--- config.mk ---
export PLATFORM = sky130hd
export DESIGN_NAME = video_timing_gen
export DESIGN_NICKNAME = d
export VERILOG_FILES = /design/src/rtl/video_timing_pkg.sv /design/src/rtl/video_timing_gen.sv
export SDC_FILE = /design/constraint.sdc
export NUM_CORES = 1
export LEC_CHECK = 0
export CORE_MARGIN = 2
export CORE_UTILIZATION = 29
export DETAILED_ROUTE_END_ITERATION = 7
export GPL_ROUTABILITY_DRIVEN = 0
export PLACE_DENSITY = 0.51
export REMOVE_ABC_BUFFERS = 1
export SYNTH_ARGS = -nofsm -noshare
export SYNTH_HDL_FRONTEND = slang
export SYNTH_SLANG_ARGS = --single-unit
export TNS_END_PERCENT = 30
--- constraint.sdc ---
create_clock -name pclk -period 2.5 [get_ports pclk]
set_input_delay 0.5 -clock pclk [delete_from_list [all_inputs] [get_ports pclk]]
set_output_delay 0.5 -clock pclk [all_outputs]
set_load 0.05 [all_outputs]
--- src/rtl/video_timing_pkg.sv ---
// ---------------------------------------------------------------------------
// video_timing_pkg
//   Shared types and timing sets for the raster timing generator.
//   Holds the counter width, the per-axis timing record, standard timing
//   sets (480p, 720p, 1080p) and small helpers used by video_timing_gen.
//   No ports; imported with `import video_timing_pkg::*;`.
// ---------------------------------------------------------------------------
package video_timing_pkg;

   localparam int CNT_W   = 12;            // h/v counter width
   localparam int CNT_MAX = 1 << CNT_W;    // largest legal H_TOTAL / V_TOTAL
   localparam int RGB_W   = 24;            // RGB888

   // One axis: region lengths in the order they are scanned.
   typedef struct packed {
      int unsigned sync;
      int unsigned back;
      int unsigned disp;
      int unsigned front;
   } axis_timing_t;

   typedef struct packed {
      axis_timing_t h;
      axis_timing_t v;
      logic         hs_pol;
      logic         vs_pol;
   } video_timing_t;

   // 640x480@60, 25.175 MHz, negative syncs
   localparam video_timing_t TIMING_480P = '{
      h: '{96, 48, 640, 16}, v: '{2, 33, 480, 10}, hs_pol: 1'b0, vs_pol: 1'b0};
   // 1280x720@60, 74.25 MHz, positive syncs
   localparam video_timing_t TIMING_720P = '{
      h: '{40, 220, 1280, 110}, v: '{5, 20, 720, 5}, hs_pol: 1'b1, vs_pol: 1'b1};
   // 1920x1080@60, 148.5 MHz, positive syncs
   localparam video_timing_t TIMING_1080P = '{
      h: '{44, 148, 1920, 88}, v: '{5, 36, 1080, 4}, hs_pol: 1'b1, vs_pol: 1'b1};

   function automatic int unsigned axis_total(input axis_timing_t a);
      return a.sync + a.back + a.disp + a.front;
   endfunction

   // Half-open window test; one extra bit so an upper bound of CNT_MAX fits.
   function automatic logic in_window(input logic [CNT_W:0] cnt,
                                      input logic [CNT_W:0] lo,
                                      input logic [CNT_W:0] hi);
      return (cnt >= lo) && (cnt < hi);
   endfunction

endpackage

--- src/rtl/video_timing_gen.sv ---
// ---------------------------------------------------------------------------
// video_timing_gen
//   Raster timing generator for the DVI/HDMI transmitter (pclk domain).
//   Two free-running counters scan sync/back/active/front on each axis; a
//   first register stage issues pixel requests with active-area coordinates,
//   a second stage aligns sync, data enable and the returned RGB.
//
// Ports
//   pclk         in   pixel clock
//   reset_n      in   async active-low reset (release synchronised by caller)
//   pixel_data   in   RGB888 from upstream, answering the current pixel_req
//   pixel_req    out  pixel request for (pixel_xpos, pixel_ypos)
//   pixel_xpos   out  active-area column, 0..H_DISP-1 (0 when idle)
//   pixel_ypos   out  active-area row,    0..V_DISP-1 (0 when idle)
//   frame_start  out  one-cycle pulse at the start of each frame
//   video_hs     out  hsync, active level HS_POL
//   video_vs     out  vsync, active level VS_POL
//   video_de     out  data enable
//   video_rgb    out  {R,G,B}, zero outside data enable
// ---------------------------------------------------------------------------
module video_timing_gen
   import video_timing_pkg::*;
#(
   parameter int H_SYNC  = int'(TIMING_720P.h.sync),
   parameter int H_BACK  = int'(TIMING_720P.h.back),
   parameter int H_DISP  = int'(TIMING_720P.h.disp),
   parameter int H_FRONT = int'(TIMING_720P.h.front),
   parameter int V_SYNC  = int'(TIMING_720P.v.sync),
   parameter int V_BACK  = int'(TIMING_720P.v.back),
   parameter int V_DISP  = int'(TIMING_720P.v.disp),
   parameter int V_FRONT = int'(TIMING_720P.v.front),
   parameter bit HS_POL  = 1'b1,
   parameter bit VS_POL  = 1'b1
) (
   input  logic             pclk,
   input  logic             reset_n,
   input  logic [RGB_W-1:0] pixel_data,
   output logic             pixel_req,
   output logic [CNT_W-1:0] pixel_xpos,
   output logic [CNT_W-1:0] pixel_ypos,
   output logic             frame_start,
   output logic             video_hs,
   output logic             video_vs,
   output logic             video_de,
   output logic [RGB_W-1:0] video_rgb
);

   localparam int H_TOTAL = H_SYNC + H_BACK + H_DISP + H_FRONT;
   localparam int V_TOTAL = V_SYNC + V_BACK + V_DISP + V_FRONT;

   // Counter-width constants; window bounds carry one extra bit so a
   // total of exactly CNT_MAX does not wrap the active upper bound.
   localparam logic [CNT_W-1:0] H_LAST    = CNT_W'(H_TOTAL - 1);
   localparam logic [CNT_W-1:0] V_LAST    = CNT_W'(V_TOTAL - 1);
   localparam logic [CNT_W-1:0] H_SYNC_C  = CNT_W'(H_SYNC);
   localparam logic [CNT_W-1:0] V_SYNC_C  = CNT_W'(V_SYNC);
   localparam logic [CNT_W-1:0] H_ACT_OFS = CNT_W'(H_SYNC + H_BACK);
   localparam logic [CNT_W-1:0] V_ACT_OFS = CNT_W'(V_SYNC + V_BACK);
   localparam logic [CNT_W:0]   H_ACT_LO  = (CNT_W+1)'(H_SYNC + H_BACK);
   localparam logic [CNT_W:0]   H_ACT_HI  = (CNT_W+1)'(H_SYNC + H_BACK + H_DISP);
   localparam logic [CNT_W:0]   V_ACT_LO  = (CNT_W+1)'(V_SYNC + V_BACK);
   localparam logic [CNT_W:0]   V_ACT_HI  = (CNT_W+1)'(V_SYNC + V_BACK + V_DISP);

   // Elaboration-time guard: counters are CNT_W bits.
   if (H_TOTAL > CNT_MAX || V_TOTAL > CNT_MAX) begin : g_bad_total
      $error("video_timing_gen: H_TOTAL/V_TOTAL exceed counter range");
   end
   if (H_SYNC < 1 || H_DISP < 1 || V_SYNC < 1 || V_DISP < 1) begin : g_bad_region
      $error("video_timing_gen: sync and display regions must be non-empty");
   end

   // ------------------------------------------------------------------
   // Raster counters
   // ------------------------------------------------------------------
   logic [CNT_W-1:0] h_cnt;
   logic [CNT_W-1:0] v_cnt;
   logic             h_last;
   logic             v_last;

   assign h_last = (h_cnt == H_LAST);
   assign v_last = (v_cnt == V_LAST);

   always_ff @(posedge pclk or negedge reset_n) begin
      if (!reset_n) begin
         h_cnt <= '0;
         v_cnt <= '0;
      end else if (h_last) begin
         h_cnt <= '0;
         v_cnt <= v_last ? '0 : v_cnt + 1'b1;
      end else begin
         h_cnt <= h_cnt + 1'b1;
      end
   end

   // ------------------------------------------------------------------
   // Region decode from the raw counters
   // ------------------------------------------------------------------
   logic hs_int;
   logic vs_int;
   logic h_act;
   logic v_act;
   logic de_int;
   logic frame_origin;

   assign hs_int       = (h_cnt < H_SYNC_C);
   assign vs_int       = (v_cnt < V_SYNC_C);
   assign h_act        = in_window({1'b0, h_cnt}, H_ACT_LO, H_ACT_HI);
   assign v_act        = in_window({1'b0, v_cnt}, V_ACT_LO, V_ACT_HI);
   assign de_int       = h_act && v_act;
   assign frame_origin = (h_cnt == '0) && (v_cnt == '0);

   // ------------------------------------------------------------------
   // Stage 1: request to upstream; syncs travel alongside as active-high
   // flags so polarity is applied once, at the output register.
   // ------------------------------------------------------------------
   logic hs_s1;
   logic vs_s1;

   always_ff @(posedge pclk or negedge reset_n) begin
      if (!reset_n) begin
         pixel_req   <= 1'b0;
         pixel_xpos  <= '0;
         pixel_ypos  <= '0;
         frame_start <= 1'b0;
         hs_s1       <= 1'b0;
         vs_s1       <= 1'b0;
      end else begin
         pixel_req   <= de_int;
         pixel_xpos  <= de_int ? h_cnt - H_ACT_OFS : '0;
         pixel_ypos  <= de_int ? v_cnt - V_ACT_OFS : '0;
         frame_start <= frame_origin;
         hs_s1       <= hs_int;
         vs_s1       <= vs_int;
      end
   end

   // ------------------------------------------------------------------
   // Stage 2: transmitter-facing outputs. pixel_data answers the request
   // held in stage 1, so it is captured on the same edge that moves the
   // request into video_de. Sync/DE never depend on pixel_data.
   // ------------------------------------------------------------------
   always_ff @(posedge pclk or negedge reset_n) begin
      if (!reset_n) begin
         video_hs  <= ~HS_POL;
         video_vs  <= ~VS_POL;
         video_de  <= 1'b0;
         video_rgb <= '0;
      end else begin
         video_hs  <= hs_s1 ~^ HS_POL;
         video_vs  <= vs_s1 ~^ VS_POL;
         video_de  <= pixel_req;
         video_rgb <= pixel_req ? pixel_data : '0;
      end
   end

endmodule

==> summary.md, run 1 <==
| Metric | Value |
|---|---|
| Number of post-CTS setup repair buffers | 0 |
| CP max FO | 10 |
| Number of max-cap violations | 0 |
| Number of buffers inserted by hold repair at cts | 0 |
| Core Area | 12,000 um^2 |
| First-pass GRT wire length | ~14,000 um |
| Leading cell type by number of instances after synthesis | sky130_fd_sc_hd__dfrtp_1 |
| Die Y-Extent | 115 um |
| PwrDens | 551 nW/um^2 |
| Number of violations reported at the end of detailed-routing iteration 0 | 142 |
| Critical Path End Type | flop |
| CTS sink count | 79 |
| Area share of the largest cell type after synthesis | 55.7% |
| Post-cts repair resize count | 0 |
| Overflow left after global routing | 0 |
| Final worst slack | 243 ps |
| Fraction of layout cells with a size suffix above 1 | under 10% |
| Buffer depth of the longest clock path | 2 |
| Cell Rows | 40 |
| Number of hold-slack violations in the final timing report | 0 |
| Clock root buffer master | sky130_fd_sc_hd__clkbuf_16 |
| Total I/O pin count | 79 |
| Largest stage delay, worst path | 440 ps |
| Flops & latches, synth | 79 |
| Number of setup violations in the final report | 0 |
| Residual DRC count | 0 |
| WP data arrival | 2490 ps |
| Initial core utilization | 29.7% |
| Commonest cells post-synth | 79 x sky130_fd_sc_hd__dfrtp_1, 29 x sky130_fd_sc_hd__nor3_1, 28 x sky130_fd_sc_hd__and2_1 |
| Number of antenna violations at the first check in global routing | 0 |
| Yosys warning total | 0 |
| Required time at the worst-slack endpoint | 2730 ps |
| Width of the die | 115 um |
| Sum Neg Setup Slack | 0 ps |
| Number of buffers created by CTS | 9 |
| Number of routed nets with antenna violations | 0 |
| Via Count | 2,580 |
| Worst slew margin | 64.2% |
| Setup repair after global routing missed its margin | false |
| Sequential cell area fraction in the yosys report | 55.7% |
| Post-CTS clock slew at the launch and capture registers of the worst setup and hold paths | 60 ps |
| Wire per inst | between 15 and 20 um |
| H-Tree Level Count | 3 |
| Via density per instance | 4.67 |
| Net count of the finished layout | 438 |
| Worst-case setup slack after placement | approximately 230 ps |
| Post-layout min period | about 2300 ps |
| Leak Pwr | 0.00216 uW |
| Slowest CP cell | sky130_fd_sc_hd__dfrtp_1 |
| Pin count of the biggest net entering global routing | 45 |
| Ranking of synthesized cells by area | sky130_fd_sc_hd__dfrtp_1 56%, sky130_fd_sc_hd__and2_1 4.9%, sky130_fd_sc_hd__nor3_1 4.1% |
| Count of inserted antenna diode cells | 0 |
| Unique cell type count in the Yosys netlist | 49 |
| Run status | finished, final reports clean |
| Number of I/O port buffers | 78 |
| Fraction of the core area covered by cells at the end of the flow | 40.0% |
| Crit path kind | flop to flop |
| Area growth from synthesis to layout | 34.8% |
| CTS tree | done |
| Number of global-route vias before repair | 2,656 |
| Syn avg cell area | 11.0 um^2 |
| Clock latency on the worst-skew pair | ~330 ps |
| Launching element type of the critical path | flop |
| Main flop type after synthesis | sky130_fd_sc_hd__dfrtp_1 |
| Detailed-placement wirelength estimate | 6020 um |
| Cells after synthesis | 323 |
| Total global routing track utilization | 13.7% |
| Share of synthesized flip-flops with an asynchronous set or reset | 100% |
| Number of pins exceeding their max-slew limit in the final report | 0 |
| Die footprint | 13,100 um^2 |
| Initial DRT Pass Iterations | 4 |
| EDFF count, synth | 0 |
| Classification of the worst-slack hold path | primary input to asynchronous set/reset pin |
| Leading area contributor after synthesis | sky130_fd_sc_hd__dfrtp_1 |
| Fill cell instance count of the final layout | 1,210 |
| Worst clock skew | 7.55 ps |
| Total design power | around 2600 uW |
| Post-synthesis instance area | 3550 um^2 |
| Transition at the pin with the smallest max-transition slack | 535 ps |
| Cells traversed along the worst timing path | inv_1 -> ha_1 -> or3b_4 -> o31ai_2 -> o211ai_2 -> buf_4 -> a211oi_1 |
| Max Clk Rate | 443 MHz |
| Worst vdd ir | between 0.2 and 0.3 mV |
| Wire length reported by the detailed router | 8420 um |
| Final clock period utilization by the worst path | 90.3% |
-- sequential cells by signal, summed over array words and instances (netlist names) --
name         cells
frame_start      1
pixel_xpos      12
pixel_req        1
video_rgb       24
video_hs         1
v_cnt           12
hs_s1            1
video_de         1
h_cnt           12
video_vs         1
pixel_ypos      12
vs_s1            1
-- per-layer routing --
layer  vias up  part of all wire (%)  global-route usage, %
met5         -                     0                      0
met4         0                   2.3                   6.59
met3        12                   5.6                   2.70
met2        86                    42                   20.6
met1      1214                    50                   19.0
li1       1268                     -                      -
-- power breakdown --
| part | internal (uW) | total [uW] | switching, uW |
|---|---|---|---|
| clock | 800 | 1290 | 491 |
| combinational | 36.4 | 65.7 | 29.3 |
| sequential | 1280 | 1280 | 0 |
-- logic make-up (layout without fill, tap and decap cells) --
family | count (synthesis) | count (layout) | share of synthesized area [%]
DFF | 79 | 79 | 55.7
and+or+nand+nor | 131 | 131 | 20.9
buffers and inverters | 34 | 117 | 4.62
AOI/OAI and AO/OA | 41 | 41 | 8.11
xor gates and xnor gates | 25 | 25 | 6.17
adders and majority gates | 11 | 11 | 3.88
muxes | 2 | 2 | 0.600
-- path summary, 6_finish.rpt --
path | from | to | slack [ps] | depth (start not counted)
max | h_cnt[3] | pixel_xpos[11] | 240 | 7
min in group pclk | hs_s1 | video_hs | 350 | 0
max reg2reg | h_cnt[3] | pixel_xpos[11] | 240 | 7
max in group asynchronous | reset_n | frame_start | 1760 | 2
min | reset_n | video_rgb[17] | 130 | 1
min reg2reg | hs_s1 | video_hs | 350 | 0
-- critical path, delay by kind of cell (launching register included) --
| family | cells | cell delay (ps) |
|---|---|---|
| compound gates | 3 | 660 |
| flops | 1 | 440 |
| simple gates | 1 | 420 |
| buf+inv | 2 | 410 |
| fa+ha+maj | 1 | 240 |
-- cell type report --
cell class,instances,area [um^2],area share [%]
tap,147,184,3.85
inverter,11,41.3,0.863
multi-input combinational,210,1410,29.4
timing repair buffer,90,881,18.4
clock buffer,13,250,5.23
clock inverter,3,42.5,0.890
sequential,79,1980,41.3
-- placed cells by master (no fill, tap or decap), types with 3 or more instances in the layout --
| master | instances |
|---|---|
| sky130_fd_sc_hd__nand3_1 | 11 |
| sky130_fd_sc_hd__nor3_1 | 29 |
| sky130_fd_sc_hd__and3_1 | 9 |
| sky130_fd_sc_hd__and2_1 | 28 |
| sky130_fd_sc_hd__inv_1 | 11 |
| sky130_fd_sc_hd__xnor2_1 | 15 |
| sky130_fd_sc_hd__clkbuf_1 | 3 |
| sky130_fd_sc_hd__or3_1 | 4 |
| sky130_fd_sc_hd__a21oi_1 | 12 |
| sky130_fd_sc_hd__dfrtp_1 | 79 |
| sky130_fd_sc_hd__nor2_1 | 19 |
| sky130_fd_sc_hd__clkbuf_16 | 9 |
| sky130_fd_sc_hd__clkdlybuf4s50_1 | 77 |
| sky130_fd_sc_hd__nand4_1 | 7 |
| sky130_fd_sc_hd__nand2_1 | 9 |
| sky130_fd_sc_hd__buf_4 | 12 |
| sky130_fd_sc_hd__ha_1 | 11 |
| sky130_fd_sc_hd__o21ai_0 | 9 |
| sky130_fd_sc_hd__xor2_1 | 10 |
-- through the flow --
stage               area (um^2)  hold WS, ps  cells
global placement           4490          334    537
floorplan                  3420          204    300
detailed placement         4490          336    537
CTS                        4780          146    553
global route               4780          168    553
finish                     4780          132    553
(Power assumes the default switching activity.)
==> run 2, diff against run 1 <==
HOLD_SLACK_MARGIN = 0.02   (was unset)
==> results of run 2 <==
Same layout as run 1: the final DEF is identical, and so are final timing and power.
==> run 3, diff against run 2 <==
GPL_ROUTABILITY_DRIVEN = unset   (was 0)
==> results of run 3 <==
Same layout as run 1: the final DEF is identical, and so are final timing and power.
